==> config.mk <==
export PLATFORM = sky130hd
export DESIGN_NAME = iob_clint_tick_gen
export DESIGN_NICKNAME = d
export VERILOG_FILES = /design/src/rtl/iob_clint_tick_pkg.sv /design/src/rtl/iob_sync_edge.sv /design/src/rtl/iob_clint_tick_gen.sv
export SDC_FILE = /design/constraint.sdc
export NUM_CORES = 1
export LEC_CHECK = 0
export BUFFER_PORTS_ARGS = -buffer_cell sky130_fd_sc_hd__buf_4
export CAP_MARGIN = 20
export CORE_ASPECT_RATIO = 1.1
export CORE_MARGIN = 4
export CORE_UTILIZATION = 54
export CTS_CLUSTER_DIAMETER = 120
export DETAILED_ROUTE_END_ITERATION = 7
export PLACE_DENSITY = 0.74
export SYNTH_ARGS = -nofsm -noshare
export SYNTH_HDL_FRONTEND = slang
export SYNTH_SLANG_ARGS = --single-unit
export TNS_END_PERCENT = 20
==> constraint.sdc <==
create_clock -name clk_i -period 1.8 [get_ports clk_i]
set_input_delay 0 -clock clk_i [delete_from_list [all_inputs] [get_ports clk_i]]
set_output_delay 0 -clock clk_i [all_outputs]
set_load 0.05 [all_outputs]
==> src/rtl/iob_clint_tick_pkg.sv <==
// Shared types and sizing helpers for the CLINT tick generator.
package iob_clint_tick_pkg;

  localparam int unsigned DEF_FREQ_HZ     = 100_000_000;
  localparam int unsigned DEF_TICK_HZ     = 100_000;
  localparam int unsigned DEF_SYNC_STAGES = 2;
  localparam int unsigned DEF_RTC_TIMEOUT = 8192;
  localparam int unsigned DEF_ACQ_EDGES   = 2;

  // Register width for holding values 0..n-1, never narrower than one bit.
  function automatic int unsigned min_width(input int unsigned n);
    return (n <= 2) ? 1 : $clog2(n);
  endfunction

  function automatic int unsigned calc_div(input int unsigned freq_hz, input int unsigned tick_hz);
    return freq_hz / tick_hz;
  endfunction

  // Sizing for the default configuration; instances derive their own from parameters.
  localparam int unsigned DIV   = calc_div(DEF_FREQ_HZ, DEF_TICK_HZ);
  localparam int unsigned DIV_W = min_width(DIV);
  localparam int unsigned WD_W  = min_width(DEF_RTC_TIMEOUT + 1);
  localparam int unsigned ACQ_W = min_width(DEF_ACQ_EDGES + 1);

  typedef enum logic [1:0] {
    ST_INT  = 2'd0,
    ST_ACQ  = 2'd1,
    ST_RUN  = 2'd2,
    ST_LOST = 2'd3
  } tick_state_e;

endpackage

==> src/rtl/iob_sync_edge.sv <==
// Multi-flop synchroniser for an asynchronous input followed by a registered
// rising-edge detector. Free-running: never gated by a clock enable.
module iob_sync_edge #(
  parameter int unsigned SYNC_STAGES = 2
) (
  input  logic clk_i,
  input  logic arst_n_i,
  input  logic d_i,
  output logic rise_o
);

  logic [SYNC_STAGES-1:0] sync_q;
  logic                   prev_q;
  logic                   rise_q;

  always_ff @(posedge clk_i or negedge arst_n_i) begin
    if (!arst_n_i) begin
      sync_q <= '0;
      prev_q <= 1'b0;
      rise_q <= 1'b0;
    end else begin
      sync_q <= {sync_q[SYNC_STAGES-2:0], d_i};
      prev_q <= sync_q[SYNC_STAGES-1];
      rise_q <= sync_q[SYNC_STAGES-1] & ~prev_q;
    end
  end

  assign rise_o = rise_q;

endmodule

==> src/rtl/iob_clint_tick_gen.sv <==
// CLINT mtime increment generator: internal divider or external RTC, with an
// RTC liveness watchdog that falls back to the divider when edges stop.
module iob_clint_tick_gen
  import iob_clint_tick_pkg::*;
#(
  parameter int unsigned FREQ_HZ     = DEF_FREQ_HZ,
  parameter int unsigned TICK_HZ     = DEF_TICK_HZ,
  parameter int unsigned SYNC_STAGES = DEF_SYNC_STAGES,
  parameter int unsigned RTC_TIMEOUT = DEF_RTC_TIMEOUT,
  parameter int unsigned ACQ_EDGES   = DEF_ACQ_EDGES
) (
  input  logic clk_i,
  input  logic arst_n_i,
  input  logic cke_i,
  input  logic rtc_i,
  input  logic rtc_en_i,
  output logic tick_o,
  output logic rtc_active_o,
  output logic rtc_lost_o
);

  localparam int unsigned CNT_DIV = calc_div(FREQ_HZ, TICK_HZ);
  localparam int unsigned CNT_W   = min_width(CNT_DIV);
  localparam int unsigned WDOG_W  = min_width(RTC_TIMEOUT + 1);
  localparam int unsigned EDGE_W  = min_width(ACQ_EDGES + 1);

  localparam logic [CNT_W-1:0]  CNT_LAST  = CNT_W'(CNT_DIV - 1);
  localparam logic [WDOG_W-1:0] WDOG_LAST = WDOG_W'(RTC_TIMEOUT - 1);
  localparam logic [WDOG_W-1:0] WDOG_MAX  = WDOG_W'(RTC_TIMEOUT);
  localparam logic [EDGE_W-1:0] EDGE_LOCK = EDGE_W'(ACQ_EDGES);

  tick_state_e       state_q, state_d;
  logic [CNT_W-1:0]  cnt_q, cnt_d;
  logic [WDOG_W-1:0] wd_q, wd_d;
  logic [EDGE_W-1:0] edge_q, edge_d;
  logic              tick_q, tick_d;
  logic              active_q, active_d;
  logic              lost_q, lost_d;

  logic rtc_rise;
  logic div_hit;
  logic timeout;
  logic state_chg;

  iob_sync_edge #(
    .SYNC_STAGES(SYNC_STAGES)
  ) u_sync_edge (
    .clk_i   (clk_i),
    .arst_n_i(arst_n_i),
    .d_i     (rtc_i),
    .rise_o  (rtc_rise)
  );

  // Next-state, divider, watchdog and output logic.
  always_comb begin
    state_d  = state_q;
    edge_d   = edge_q;
    lost_d   = lost_q;
    div_hit  = (cnt_q == CNT_LAST);
    timeout  = (wd_q == WDOG_LAST) && !rtc_rise;

    case (state_q)
      ST_INT: begin
        if (rtc_en_i) state_d = ST_ACQ;
      end
      ST_ACQ: begin
        if (rtc_rise) begin
          if (edge_q + EDGE_W'(1) == EDGE_LOCK) state_d = ST_RUN;
          else                                  edge_d  = edge_q + EDGE_W'(1);
        end else if (timeout) begin
          edge_d = '0;
        end
      end
      ST_RUN: begin
        if (timeout) begin
          state_d = ST_LOST;
          lost_d  = 1'b1;
        end
      end
      ST_LOST: begin
        state_d = ST_LOST;
      end
      default: state_d = ST_INT;
    endcase

    // Dropping the request overrides every other transition.
    if (!rtc_en_i) begin
      state_d = ST_INT;
      lost_d  = 1'b0;
    end

    if (state_d != ST_ACQ) edge_d = '0;
    state_chg = (state_d != state_q);

    // Divider restarts a full period whenever it becomes the tick source again.
    cnt_d = div_hit ? '0 : cnt_q + CNT_W'(1);
    if (state_chg && (state_d != ST_RUN)) cnt_d = '0;

    wd_d = (wd_q == WDOG_MAX) ? wd_q : wd_q + WDOG_W'(1);
    if (rtc_rise || state_chg) wd_d = '0;

    // The locking edge is seen in ACQ, so it never produces an extra tick.
    tick_d   = (state_q == ST_RUN) ? rtc_rise : div_hit;
    active_d = (state_d == ST_RUN);
  end

  always_ff @(posedge clk_i or negedge arst_n_i) begin
    if (!arst_n_i) begin
      state_q  <= ST_INT;
      cnt_q    <= '0;
      wd_q     <= '0;
      edge_q   <= '0;
      tick_q   <= 1'b0;
      active_q <= 1'b0;
      lost_q   <= 1'b0;
    end else if (cke_i) begin
      state_q  <= state_d;
      cnt_q    <= cnt_d;
      wd_q     <= wd_d;
      edge_q   <= edge_d;
      tick_q   <= tick_d;
      active_q <= active_d;
      lost_q   <= lost_d;
    end
  end

  assign tick_o       = tick_q;
  assign rtc_active_o = active_q;
  assign rtc_lost_o   = lost_q;

endmodule
Word level (Yosys, flattened, before mapping)
Index checks and enable logic that the tools add are counted.
{"block": "classes", "n_eq_ne": 15, "addsub": 3, "reduce_logical": 10, "n_mux": 18, "bitwise": 2}
{"op": "$mux 14", "count": 2}
{"op": "$mux 10", "count": 2}
{"op": "$mux 2", "count": 9}
{"op": "$add 14x1->14 const B", "count": 1}
{"op": "$eq 14x13->1 const B", "count": 1}
{"op": "$eq 14x14->1 const B", "count": 1}
{"op": "$add 10x1->10 const B", "count": 1}
{"op": "$eq 10x10->1 const B", "count": 1}
{"op": "$eq 2x2->1 const B", "count": 4}
{"op": "$ne 2x1->1 const B", "count": 4}
{"op": "$pmux 2 s4", "count": 1}
{"op": "$mux 1", "count": 4}
{"op": "$reduce_and 4->1", "count": 1}
{"op": "$ne 3x3->1 const B", "count": 1}
{"op": "$reduce_and 3->1", "count": 1}
{"op": "$reduce_bool 3->1", "count": 1}
{"op": "$add 2x1->2 const B", "count": 1}
{"op": "$eq 2x1->1 const B", "count": 1}
{"op": "$logic_and 1x1->1", "count": 2}
{"op": "$logic_not 2->1", "count": 1}
{"op": "$ne 2x2->1", "count": 1}
{"op": "$ne 2x2->1 const B", "count": 1}
{"op": "$reduce_and 2->1", "count": 1}
{"op": "$reduce_bool 2->1", "count": 1}
{"op": "4 further kinds", "count": 4}
{"block": "totals", "reg_bits": 35, "out_inout_bits": 3, "in_bits": 5, "wordCells": 58}

Logic depth before layout (Yosys ltp)
Gate-level depths: netlist of run 1.
{"block": "logic_depth", "ltp_word": 10, "depth_mapped": 7, "depth_no_buf": 7}

Hierarchy
A second synthesis of run 1 with hierarchy kept.
{"block": "hier_totals", "cells_unflattened": 207, "area_unflattened_um2": 1999.4}
{"module": "iob_clint_tick_gen", "seq_area_each_um2": 775.7, "instances": 1, "cells_per_inst": 202, "area_per_inst_um2": 1885.6}
{"module": "iob_sync_edge", "seq_area_each_um2": 100.1, "instances": 1, "cells_per_inst": 5, "area_per_inst_um2": 113.9}

Worst setup path before layout of run 1
Ideal clock, no wire load.
{"block": "synth_timing", "path_type": "register to register", "start": "register u_sync_edge.rise_q, in the netlist u_sync_edge.rise_o", "end": "register cnt_q[7]", "arrival_time_ns": 1.623, "setup_time_ns": 0.121, "slack_ns": 0.056, "path_stages_with_launch": 7, "required_time_ns": 1.679, "cell_sequence": "dfrtp_1 -> clkbuf_1 -> nand4bb_1 -> nor4_4 -> a211oi_2 -> and2_4 -> a22o_2"}
{"block": "synth_between", "elab_chain_len": 8}
{"element": "start, declared", "line_no": "iob_sync_edge.sv:14", "text": "logic rise_q;"}
{"element": "start signal, assigned", "line_no": "iob_sync_edge.sv:24", "text": "rise_q <= sync_q[SYNC_STAGES-1] & ~prev_q;"}
{"element": "$logic_not 1->1", "line_no": "iob_clint_tick_gen.sv:60", "text": "timeout = (wd_q == WDOG_LAST) && !rtc_rise;"}
{"element": "$logic_and 1x1->1", "line_no": "iob_clint_tick_gen.sv:60"}
{"element": "$mux 2", "line_no": "iob_clint_tick_gen.sv:75", "text": "if (timeout) begin"}
{"element": "$pmux 2 s4 *", "line_no": "iob_clint_tick_gen.sv:62", "text": "case (state_q)"}
{"element": "$mux 2 *", "line_no": "iob_clint_tick_gen.sv:87", "text": "if (!rtc_en_i) begin"}
{"element": "$ne 2x2->1, on equally long branches", "line_no": "iob_clint_tick_gen.sv:93, iob_clint_tick_gen.sv:97"}
{"element": "$logic_and 1x1->1 *", "line_no": "iob_clint_tick_gen.sv:97", "text": "if (state_chg && (state_d != ST_RUN)) cnt_d = '0;"}
{"element": "$mux 10 *", "line_no": "iob_clint_tick_gen.sv:97"}
{"element": "end signal, assigned", "line_no": "iob_clint_tick_gen.sv:118", "text": "cnt_q <= cnt_d;"}
{"element": "end, declared", "line_no": "iob_clint_tick_gen.sv:33", "text": "logic [CNT_W-1:0] cnt_q, cnt_d;"}
Mark *: on every way between the ends. The rest lies on a longest branch, timed or not.
A chain may end at the register's enable or synchronous reset.

Worst setup path after layout of run 1
{"block": "layout_timing", "start": "register wd_q[1]", "end": "register cnt_q[7]"}
{"block": "layout_between", "elab_chain_len": 8}
{"element": "start, declared", "line_no": "iob_clint_tick_gen.sv:34", "text": "logic [WDOG_W-1:0] wd_q, wd_d;"}
{"element": "start signal, assigned", "line_no": "iob_clint_tick_gen.sv:119", "text": "wd_q <= wd_d;"}
{"element": "$eq 14x13->1 *", "line_no": "iob_clint_tick_gen.sv:60"}
{"element": "$logic_and 1x1->1 *", "line_no": "iob_clint_tick_gen.sv:60"}
{"element": "$mux 2 *", "line_no": "iob_clint_tick_gen.sv:75"}
{"element": "$pmux 2 s4 *", "line_no": "iob_clint_tick_gen.sv:62"}
{"element": "$mux 2 *", "line_no": "iob_clint_tick_gen.sv:87"}
{"element": "$ne 2x2->1, on equally long branches", "line_no": "iob_clint_tick_gen.sv:93, iob_clint_tick_gen.sv:97"}
{"element": "$logic_and 1x1->1 *", "line_no": "iob_clint_tick_gen.sv:97"}
{"element": "$mux 10 *", "line_no": "iob_clint_tick_gen.sv:97"}
Marks and branches as above.

==> results.yml, run 1 <==
critical_path:
  cpPeakStageDelay_ns: 0.42
  path_cells: "ha_4 > nand3_4 > nor4_4 > buf_4 > a211o_4 > o21ai_1 > a22o_2"
  start_kind: "register"
  rrSetupSlack_ns: 0.08
  reg2reg_to: "cnt_q[7]"
  worst-path-buf-inv: 1
  cpLargestDelayFamily: "compound AO/OA/AOI/OAI gates"
  critical_path_depth: 7
  path_class: "reg2reg"
  cp-end-kind: "register"
  worstPathArrival_ns: 1.96
  crit_end: "cnt_q[7]"
  worstPathMaxFanout: 5
  reg2reg_from: "wd_q[1]"
  reg2regPathDepth: 7
  startpoint: "wd_q[1]"
  slowest_stage: "dfrtp_1"
  worstPathRequired_ns: 2.04
sta:
  period_needed_ns: 1.72
  whs_ns: 0.0618
  slew_violations: 0
  tns_ns: 0
  fin_skew_ns: 0.0133
  setup_viol: 0
  period_share_pct: 95.8
  tightest_slew_ns: 0.433
  timing.slew.headroom_pct: 71.1
  rsz0062_at_grt: "yes"
  hold_violations: 0
  fmax_ghz: 0.580
floorplanning:
  initial_core_util_pct: 56.3
  rows: 22
  io_pins: 8
  die_x_um: 64.4
  core_area_um2: 3360
  die_area_um2: 4520
  die_h_um: 70.1
worst_hold_path:
  hold_class: "in2reg"
synth:
  ys_seq_elements: 35
  synth_nets: 208
  syn_inst: 199
  postSynthAreaPerCell_um2: 9.51
  synth_area_um2: 1890
  yosysWarnings: 0
  seq_area_frac_synth_pct: 46.3
  yosysUniqueCellTypes: 48
placed_design:
  post-dp-hpwl_um: 2780
  numPortBuffers: 7
  routabilityCongestion: 0.817
cts:
  cts_root_buffer: "clkbuf_4"
  numClockSinks: 35
  cts_max_level: 2
  cts_tree: "built"
  clk_latency_ns: 0.34
  cts_buffer_depth: 2
  numCtsBuffers: 5
  clk_pin_slew_ns: 0.11
route:
  antenna_left: 0
  avgRoutedWirePerCell_um: 14.7
  vias: 1550
  wl_um: 4040
  drt_pass1_iterations: 4
  vias_per_cell: 5.64
  first_iter_violations: 179
  drc: 0
global_routing:
  grt_use_met3_pct: 5.95
  grt_use_total_pct: 19.0
  grt_start_max_net_pins: 36
  gr-usage-met1_pct: 21.9
  gr-total-overflow: 0
  busiest_layer: "met2"
  antenna_found_initial: 0
  grt_pass1_wl_um: 6650
  grt_pass1_vias: 1534
  met2_usage_pct: 32.5
run_status:
  status: "finished, final reports clean"
cells_and_area:
  layout_commonest_cell: "dfrtp_1"
  layout_common_cells: "35 x dfrtp_1, 23 x nor2_1, 23 x buf_4"
  fillers: 279
  final_layout_size_suffix_gt1_share_pct: 21.1
  layout.nets: 235
  area_delta_synth_final_pct: 18.7
  diodes: 0
pwr:
  power_density_nw_per_um2: 753
  vdd_drop_max_mv: 0.425
  leakagePower_nw: 0.989
flow_run:
  maxCapViolCount: 0
-- final cells by class --
| cell class | instances | area [um2] | share of cell area, % |
|---|---|---|---|
| Timing Repair Buffer | 26 | 203 | 9.03 |
| Sequential cell | 35 | 876 | 39.0 |
| Tap cell | 48 | 60.1 | 2.68 |
| Clock buffer | 7 | 45.0 | 2.01 |
| Inverter | 12 | 45.0 | 2.01 |
| Clock inverter | 1 | 5.00 | 0.223 |
| Multi-Input combinational cell | 146 | 1010 | 45.0 |
-- cells by family (layout without fill, tap and decap cells) --
family                   count (synthesis)  after routing  share of synthesized area, %
AO/OA/AOI/OAI                           38             38                          13.6
adder cells (fa/ha/maj)                  4              4                          2.65
AND/OR/NAND/NOR                         89             89                          26.2
buffers and inverters                   18             46                          4.10
multiplexers                             4              4                          2.12
XOR/XNOR                                11             11                          5.09
flip-flops                              35             35                          46.3
-- per-layer routing --
layer	vias up	wire length (um)
met3	9	157
met5	-	0
li1	755	-
met2	37	2080
met1	749	1720
met4	0	74
-- state kept, by name, indices dropped and copies added (netlist names) --
name / cells
u_sync_edge.sync_q: 2
rtc_lost_o: 1
cnt_q: 10
u_sync_edge.rise_o: 1
wd_q: 14
edge_q: 2
state_q: 2
tick_o: 1
rtc_active_o: 1
u_sync_edge.prev_q: 1
-- synth_stat cells, drive strengths merged --
cell type	count	share of area (%)
nor4bb	1	0.53
o22a	1	0.53
o211ai	1	0.40
a211o	1	0.53
nor3	4	1.1
nand4bb	1	0.60
nand3	13	3.4
a41oi	1	0.46
clkbuf	4	0.86
o2bb2ai	2	0.93
inv	12	2.4
nor4	3	1.8
and2	4	1.5
buf	2	0.86
dfrtp	35	46
nand2	15	3.0
mux2i	4	2.1
o21ai	12	3.2
nand3b	1	0.40
a31oi	2	0.66
o311ai	1	0.46
ha	4	2.6
nor2b	6	2.0
a211oi	1	0.66
a21boi	1	0.40
and4	1	0.53
nand4b	1	0.46
or2	2	0.66
nor3b	2	0.79
nand4	5	2.4
a22o	4	1.9
nand2b	3	0.99
a41o	1	0.53
nor2	23	4.6
o31ai	1	0.40
and3	3	0.99
o22ai	2	0.66
xnor2	4	1.9
xor2	7	3.2
a21oi	7	1.9
nor4b	1	0.46
-- worst min-delay path by stage --
stage	startpoint	end	slack, ns	depth (start not counted)
3_3_place_gp	arst_n_i	edge_q[1]	-0.04	1
2_1_floorplan	arst_n_i	cnt_q[0]	-0.30	0
3_5_place_dp	arst_n_i	edge_q[1]	-0.03	1
6_report	cke_i	tick_o	0.06	2
5_1_grt	cke_i	wd_q[2]	0.06	2
4_1_cts	cke_i	tick_o	0.05	2
-- power by group --
group / switching (mW) / internal (mW)
combinational: 0.204 / 0.168
clock: 0.256 / 0.152
sequential: 0.0632 / 0.847
-- repair_timing --
item                                    in CTS  in global routing
setup buffers                                0                  6
pin swaps                                    0                  5
endpoints found under the setup margin       5                 23
gates resized for setup                      1                 16
endpoints found under the hold margin       40                  0
hold buffers                                 3                  0
-- per-stage QoR --
stage | util [%] | total power, mW | setup slack [ns] | instance area, um2 | instances
floorplan | - | 1.13 | 0.0558 | 1890 | 199
global placement | 61.0 | 1.21 | 0.0228 | 2050 | 258
detailed placement | 61.0 | 1.23 | -0.0105 | 2050 | 258
CTS | 63.5 | 1.64 | -0.00577 | 2130 | 269
global route | 66.8 | 1.81 | -0.0549 | 2240 | 275
finish | 66.8 | 1.69 | 0.0761 | 2240 | 275
(Power assumes the default switching activity.)
==> run 2: changes to the inputs <==
Settings changed: CELL_PAD_IN_SITES_DETAIL_PLACEMENT from default to 1, CELL_PAD_IN_SITES_GLOBAL_PLACEMENT from default to 1, CORE_UTILIZATION 54 to 43, PLACE_DENSITY 0.74 to default, PLACE_DENSITY_LB_ADDON from default to 0.1, REMOVE_ABC_BUFFERS from default to 1.
==> results.yml, run 2 (synthesis results as in run 1) <==
cts:
  clk_pin_slew_ns: 0.07
  cts_buffer_depth: 2
  cts_max_level: 2
  numClockSinks: 35
  numCtsBuffers: 5
  cts_root_buffer: "clkbuf_8"
  cts_tree: "built"
  clk_latency_ns: 0.28
route:
  wl_um: 4580
  antenna_left: 0
  drt_pass1_iterations: 4
  vias: 1553
  drc: 0
  first_iter_violations: 89
  vias_per_cell: 5.55
  avgRoutedWirePerCell_um: 16.4
floorplanning:
  die_area_um2: 5530
  core_area_um2: 4290
  rows: 25
  die_h_um: 77.6
  initial_core_util_pct: 44.1
  io_pins: 8
  die_x_um: 71.2
cells_and_area:
  layout_common_cells: "35 x dfrtp_1, 23 x nor2_1, 20 x buf_4"
  final_core_util_pct: 52.6
  area_delta_synth_final_pct: 19.1
  reg_top3: "wd_q (14), cnt_q (10)"
  top_register: "wd_q"
  layout.nets: 234
  layout_commonest_cell: "dfrtp_1"
  largest_reg_flops: 14
  diodes: 0
  stdcell_count: 280
  finalInstanceArea_um2: 2250
  final_layout_size_suffix_gt1_share_pct: 19.9
critical_path:
  cpPeakStageDelay_ns: 0.40
  worst-path-buf-inv: 1
  worstPathArrival_ns: 1.94
  start_kind: "register"
  slowest_stage: "dfrtp_1"
  worstPathRequired_ns: 1.97
  worstPathMaxFanout: 5
  cpLargestDelayFamily: "simple AND/OR/NAND/NOR gates"
  path_cells: "ha_2 > nand3_2 > nor4_4 > buf_6 > a211oi_4 > and2_4 > a22o_2"
  cp-end-kind: "register"
  path_class: "reg2reg"
  reg2reg_from: "wd_q[1]"
  startpoint: "wd_q[1]"
pwr:
  pwr-share-comb_pct: 20.2
  vdd_drop_max_mv: 0.433
  power_frac_seq_pct: 50.2
  p_sw_mw: 0.533
  pwr-share-clk_pct: 29.5
  sw_frac_of_total_pct: 29.4
  leakagePower_nw: 0.994
  power_density_nw_per_um2: 804
  p_int_mw: 1.28
global_routing:
  grt_pass1_wl_um: 7780
  antenna_found_initial: 0
  grt_start_max_net_pins: 36
  grt_pass1_vias: 1658
  grt_use_total_pct: 17.5
  gr-total-overflow: 0
placed_design:
  post-dp-hpwl_um: 3210
  placed_area_um2: 2070
  routabilityCongestion: 0.793
  dp.cells: 266
  numPortBuffers: 7
  post-place-ws_ns: 0.00764
sta:
  rsz0062_at_grt: "yes"
  tightest_slew_ns: 0.521
  fmax_ghz: 0.564
  hold_violations: 0
  timing.slew.headroom_pct: 65.2
  setup_viol: 0
  slew_violations: 0
  period_share_pct: 98.5
  setup_slack_ns: 0.0271
  fin_skew_ns: 0.00640
  whs_ns: 0.0461
  period_needed_ns: 1.77
run_status:
  status: "finished, final reports clean"
worst_hold_path:
  hold_path_startpoint: "rtc_en_i"
  hold_class: "in2reg"
flow_run:
  maxCapViolCount: 0
## run 2: cell types whose count changed in the layout (fill, tap and decap cells not counted), moves of 2 or more
cell | before | now
clkbuf_4 | 5 | 0
clkbuf_8 | 0 | 5
buf_4 | 23 | 20
buf_6 | 0 | 2
## run 2: path summary, 6_finish.rpt
check / to / slack, ns / cells past startpoint
worst max-delay path: cnt_q[7] / 0.03 / 7
max in group asynchronous: wd_q[4] / 1.26 / 2
min in group asynchronous: cnt_q[9] / 0.22 / 2
worst min register to register: u_sync_edge.sync_q[1] / 0.35 / 0
worst max register to register: cnt_q[7] / 0.03 / 7
worst min-delay path: rtc_lost_o / 0.05 / 3
## run 2: power by group through the flow
stage               clock (mW)  combinational [mW]  sequential, mW
global route             0.601               0.416           0.922
global placement             0               0.308           0.918
floorplan                    0               0.193           0.924
CTS                      0.560               0.328           0.908
finish                   0.535               0.367           0.910
detailed placement           0               0.321           0.923
## run 2: layout make-up
cell class / instances / area [um2]
fill: 503 / 2030
multi-input combinational: 147 / 991
sequential: 35 / 876
timing repair buffer: 24 / 193
clock buffer: 7 / 76.3
tap: 54 / 67.6
inverter: 12 / 45.0
clock inverter: 1 / 5.00
## run 2: worst reg2reg max path, stage by stage (launching register included)
cell and delay (ns):
dfrtp_1 0.40, ha_2 0.21, nand3_2 0.10, nor4_4 0.30, buf_6 0.17, a211oi_4 0.08, and2_4 0.21, a22o_2 0.20
## run 2: metal layers
layer  vias to the layer above  part of all wire [%]  track usage, %  wire length (um)
li1                        756                     -               -                 -
met3                         4                   2.3            3.89               104
met4                         0                  0.50            2.82                23
met2                        13                    55            32.4              2530
met5                         -                     0               0                 0
met1                       780                    42            20.7              1920
## run 2: timing repair
action,4_1_cts,5_1_grt
pin swaps,0,8
cloned,0,1
endpoints found under the hold margin,36,0
setup endpoints to repair,1,21
buffers inserted,0,3
hold buffers,2,0
gates resized for setup,1,17
## run 2: through the flow
stage | total power [mW] | setup TNS [ns]
after detailed placement | 1.24 | 0
after floorplan | 1.12 | 0
after global placement | 1.23 | 0
after CTS | 1.80 | 0
final | 1.81 | 0
after global routing | 1.94 | -0.682
==> run 3: changes to the inputs <==
Settings changed: CTS_BUF_LIST from default to sky130_fd_sc_hd__clkbuf_8 sky130_fd_sc_hd__clkbuf_16.
==> results.yml, run 3 (synthesis results as in run 1) <==
global_routing:
  grt_pass1_vias: 1658
  grt_start_max_net_pins: 36
  grt_pass1_wl_um: 7780
  gr-total-overflow: 0
  antenna_found_initial: 0
  grt_use_total_pct: 17.5
critical_path:
  slowest_stage: "dfrtp_1"
  cpPeakStageDelay_ns: 0.41
  cp-end-kind: "register"
  worstPathMaxFanout: 5
  path_cells: "ha_2 > nand3_2 > nor4_4 > buf_6 > a211oi_4 > and2_4 > a22o_2"
  path_class: "reg2reg"
  worstPathArrival_ns: 1.94
  rrSetupSlack_ns: 0.03
  worstPathRequired_ns: 1.97
  start_kind: "register"
route:
  drt_pass1_iterations: 4
  first_iter_violations: 92
  drc: 0
  antenna_left: 0
  avgRoutedWirePerCell_um: 16.4
  vias_per_cell: 5.54
  vias: 1552
  wl_um: 4590
placed_design:
  post-dp-hpwl_um: 3210
  routabilityCongestion: 0.793
  dp.cells: 266
  numPortBuffers: 7
cells_and_area:
  stdcell_count: 280
  final_layout_size_suffix_gt1_share_pct: 19.9
  area_delta_synth_final_pct: 19.1
  largest_reg_flops: 14
  diodes: 0
  layout.nets: 234
  layout_common_cells: "35 x dfrtp_1, 23 x nor2_1, 20 x buf_4"
  fillers: 503
  reg_top3: "wd_q (14), cnt_q (10)"
  top_register: "wd_q"
  layout_commonest_cell: "dfrtp_1"
sta:
  whs_ns: 0.0456
  fin_skew_ns: 0.00595
  tightest_slew_ns: 0.523
  rsz0062_at_grt: "yes"
  period_share_pct: 98.5
  hold_violations: 0
  setup_viol: 0
  timing.slew.headroom_pct: 65.1
  slew_violations: 0
  tns_ns: 0
  fmax_ghz: 0.564
  period_needed_ns: 1.77
cts:
  cts_max_level: 2
  cts_buffer_depth: 2
  numCtsBuffers: 5
  clk_latency_ns: 0.28
  cts_tree: "built"
  numClockSinks: 35
  clk_pin_slew_ns: 0.07
  cts_root_buffer: "clkbuf_8"
flow_run:
  maxCapViolCount: 0
pwr:
  vdd_drop_max_mv: 0.430
  leakagePower_nw: 1.00
  power_density_nw_per_um2: 800
run_status:
  status: "finished, final reports clean"
floorplanning:
  rows: 25
  die_h_um: 77.6
  core_area_um2: 4290
  die_area_um2: 5530
  io_pins: 8
  initial_core_util_pct: 44.1
  die_x_um: 71.2
worst_hold_path:
  hold_class: "in2reg"
## run 3: worst paths after layout
check                                            from                    end  cells after the start
worst max-delay path                          wd_q[1]               cnt_q[7]                      7
worst min-delay path                         rtc_en_i             rtc_lost_o                      3
worst max register to register                wd_q[1]               cnt_q[7]                      7
worst min register to register  u_sync_edge.sync_q[0]  u_sync_edge.sync_q[1]                      0
max in group asynchronous                    arst_n_i                wd_q[4]                      2
min in group asynchronous                    arst_n_i             rtc_lost_o                      2
## run 3: layout make-up
type / count / area, um2 / area share [%]
Clock buffer: 5 / 68.8 / 3.05
Tap cell: 54 / 67.6 / 3.00
Sequential cell: 35 / 876 / 38.9
Timing Repair Buffer: 24 / 193 / 8.55
Inverter: 12 / 45.0 / 2.00
Clock inverter: 3 / 12.5 / 0.555
Multi-Input combinational cell: 147 / 991 / 44.0
## run 3: what timing repair did
| action | 4_1_cts | 5_1_grt |
|---|---|---|
| buffers inserted | 0 | 3 |
| hold endpoints to repair | 36 | 0 |
| hold buffers | 2 | 0 |
| gates resized for setup | 1 | 17 |
| cloned | 0 | 1 |
| pin swaps | 0 | 8 |
| setup endpoints to repair | 1 | 21 |
## run 3: metal layers
metal	GRT usage [%]	vias up	part of all wire, %	wire, um
met1	20.7	783	42	1930
met3	3.89	4	2.0	91
li1	-	752	-	-
met4	2.82	0	0.50	23
met5	0	-	0	0
met2	32.4	13	55	2540
## run 3: worst max-delay path, delay by kind of cell, from the launching register on
family          cells  cell delay (ns)
compound gates      2             0.28
flops               1             0.41
buf+inv             1             0.17
simple gates        3             0.61
fa+ha+maj           1             0.21
## run 3: power breakdown
group,switching (mW),leakage [nW],internal (mW)
Clock,0.266,0.0505,0.260
Combinational,0.207,0.482,0.159
Sequential,0.0613,0.470,0.849
Total,0.534,1.00,1.27
## run 3: through the flow
stage               setup slack, ns  total power [mW]  area, um2  utilization (%)
detailed placement          0.00764              1.24       2070             48.3
global route                -0.0718              1.93       2250             52.6
CTS                          0.0128              1.79       2170             50.7
global placement             0.0237              1.23       2070             48.3
floorplan                     0.122              1.12       1860                -
finish                       0.0273              1.80       2250             52.6
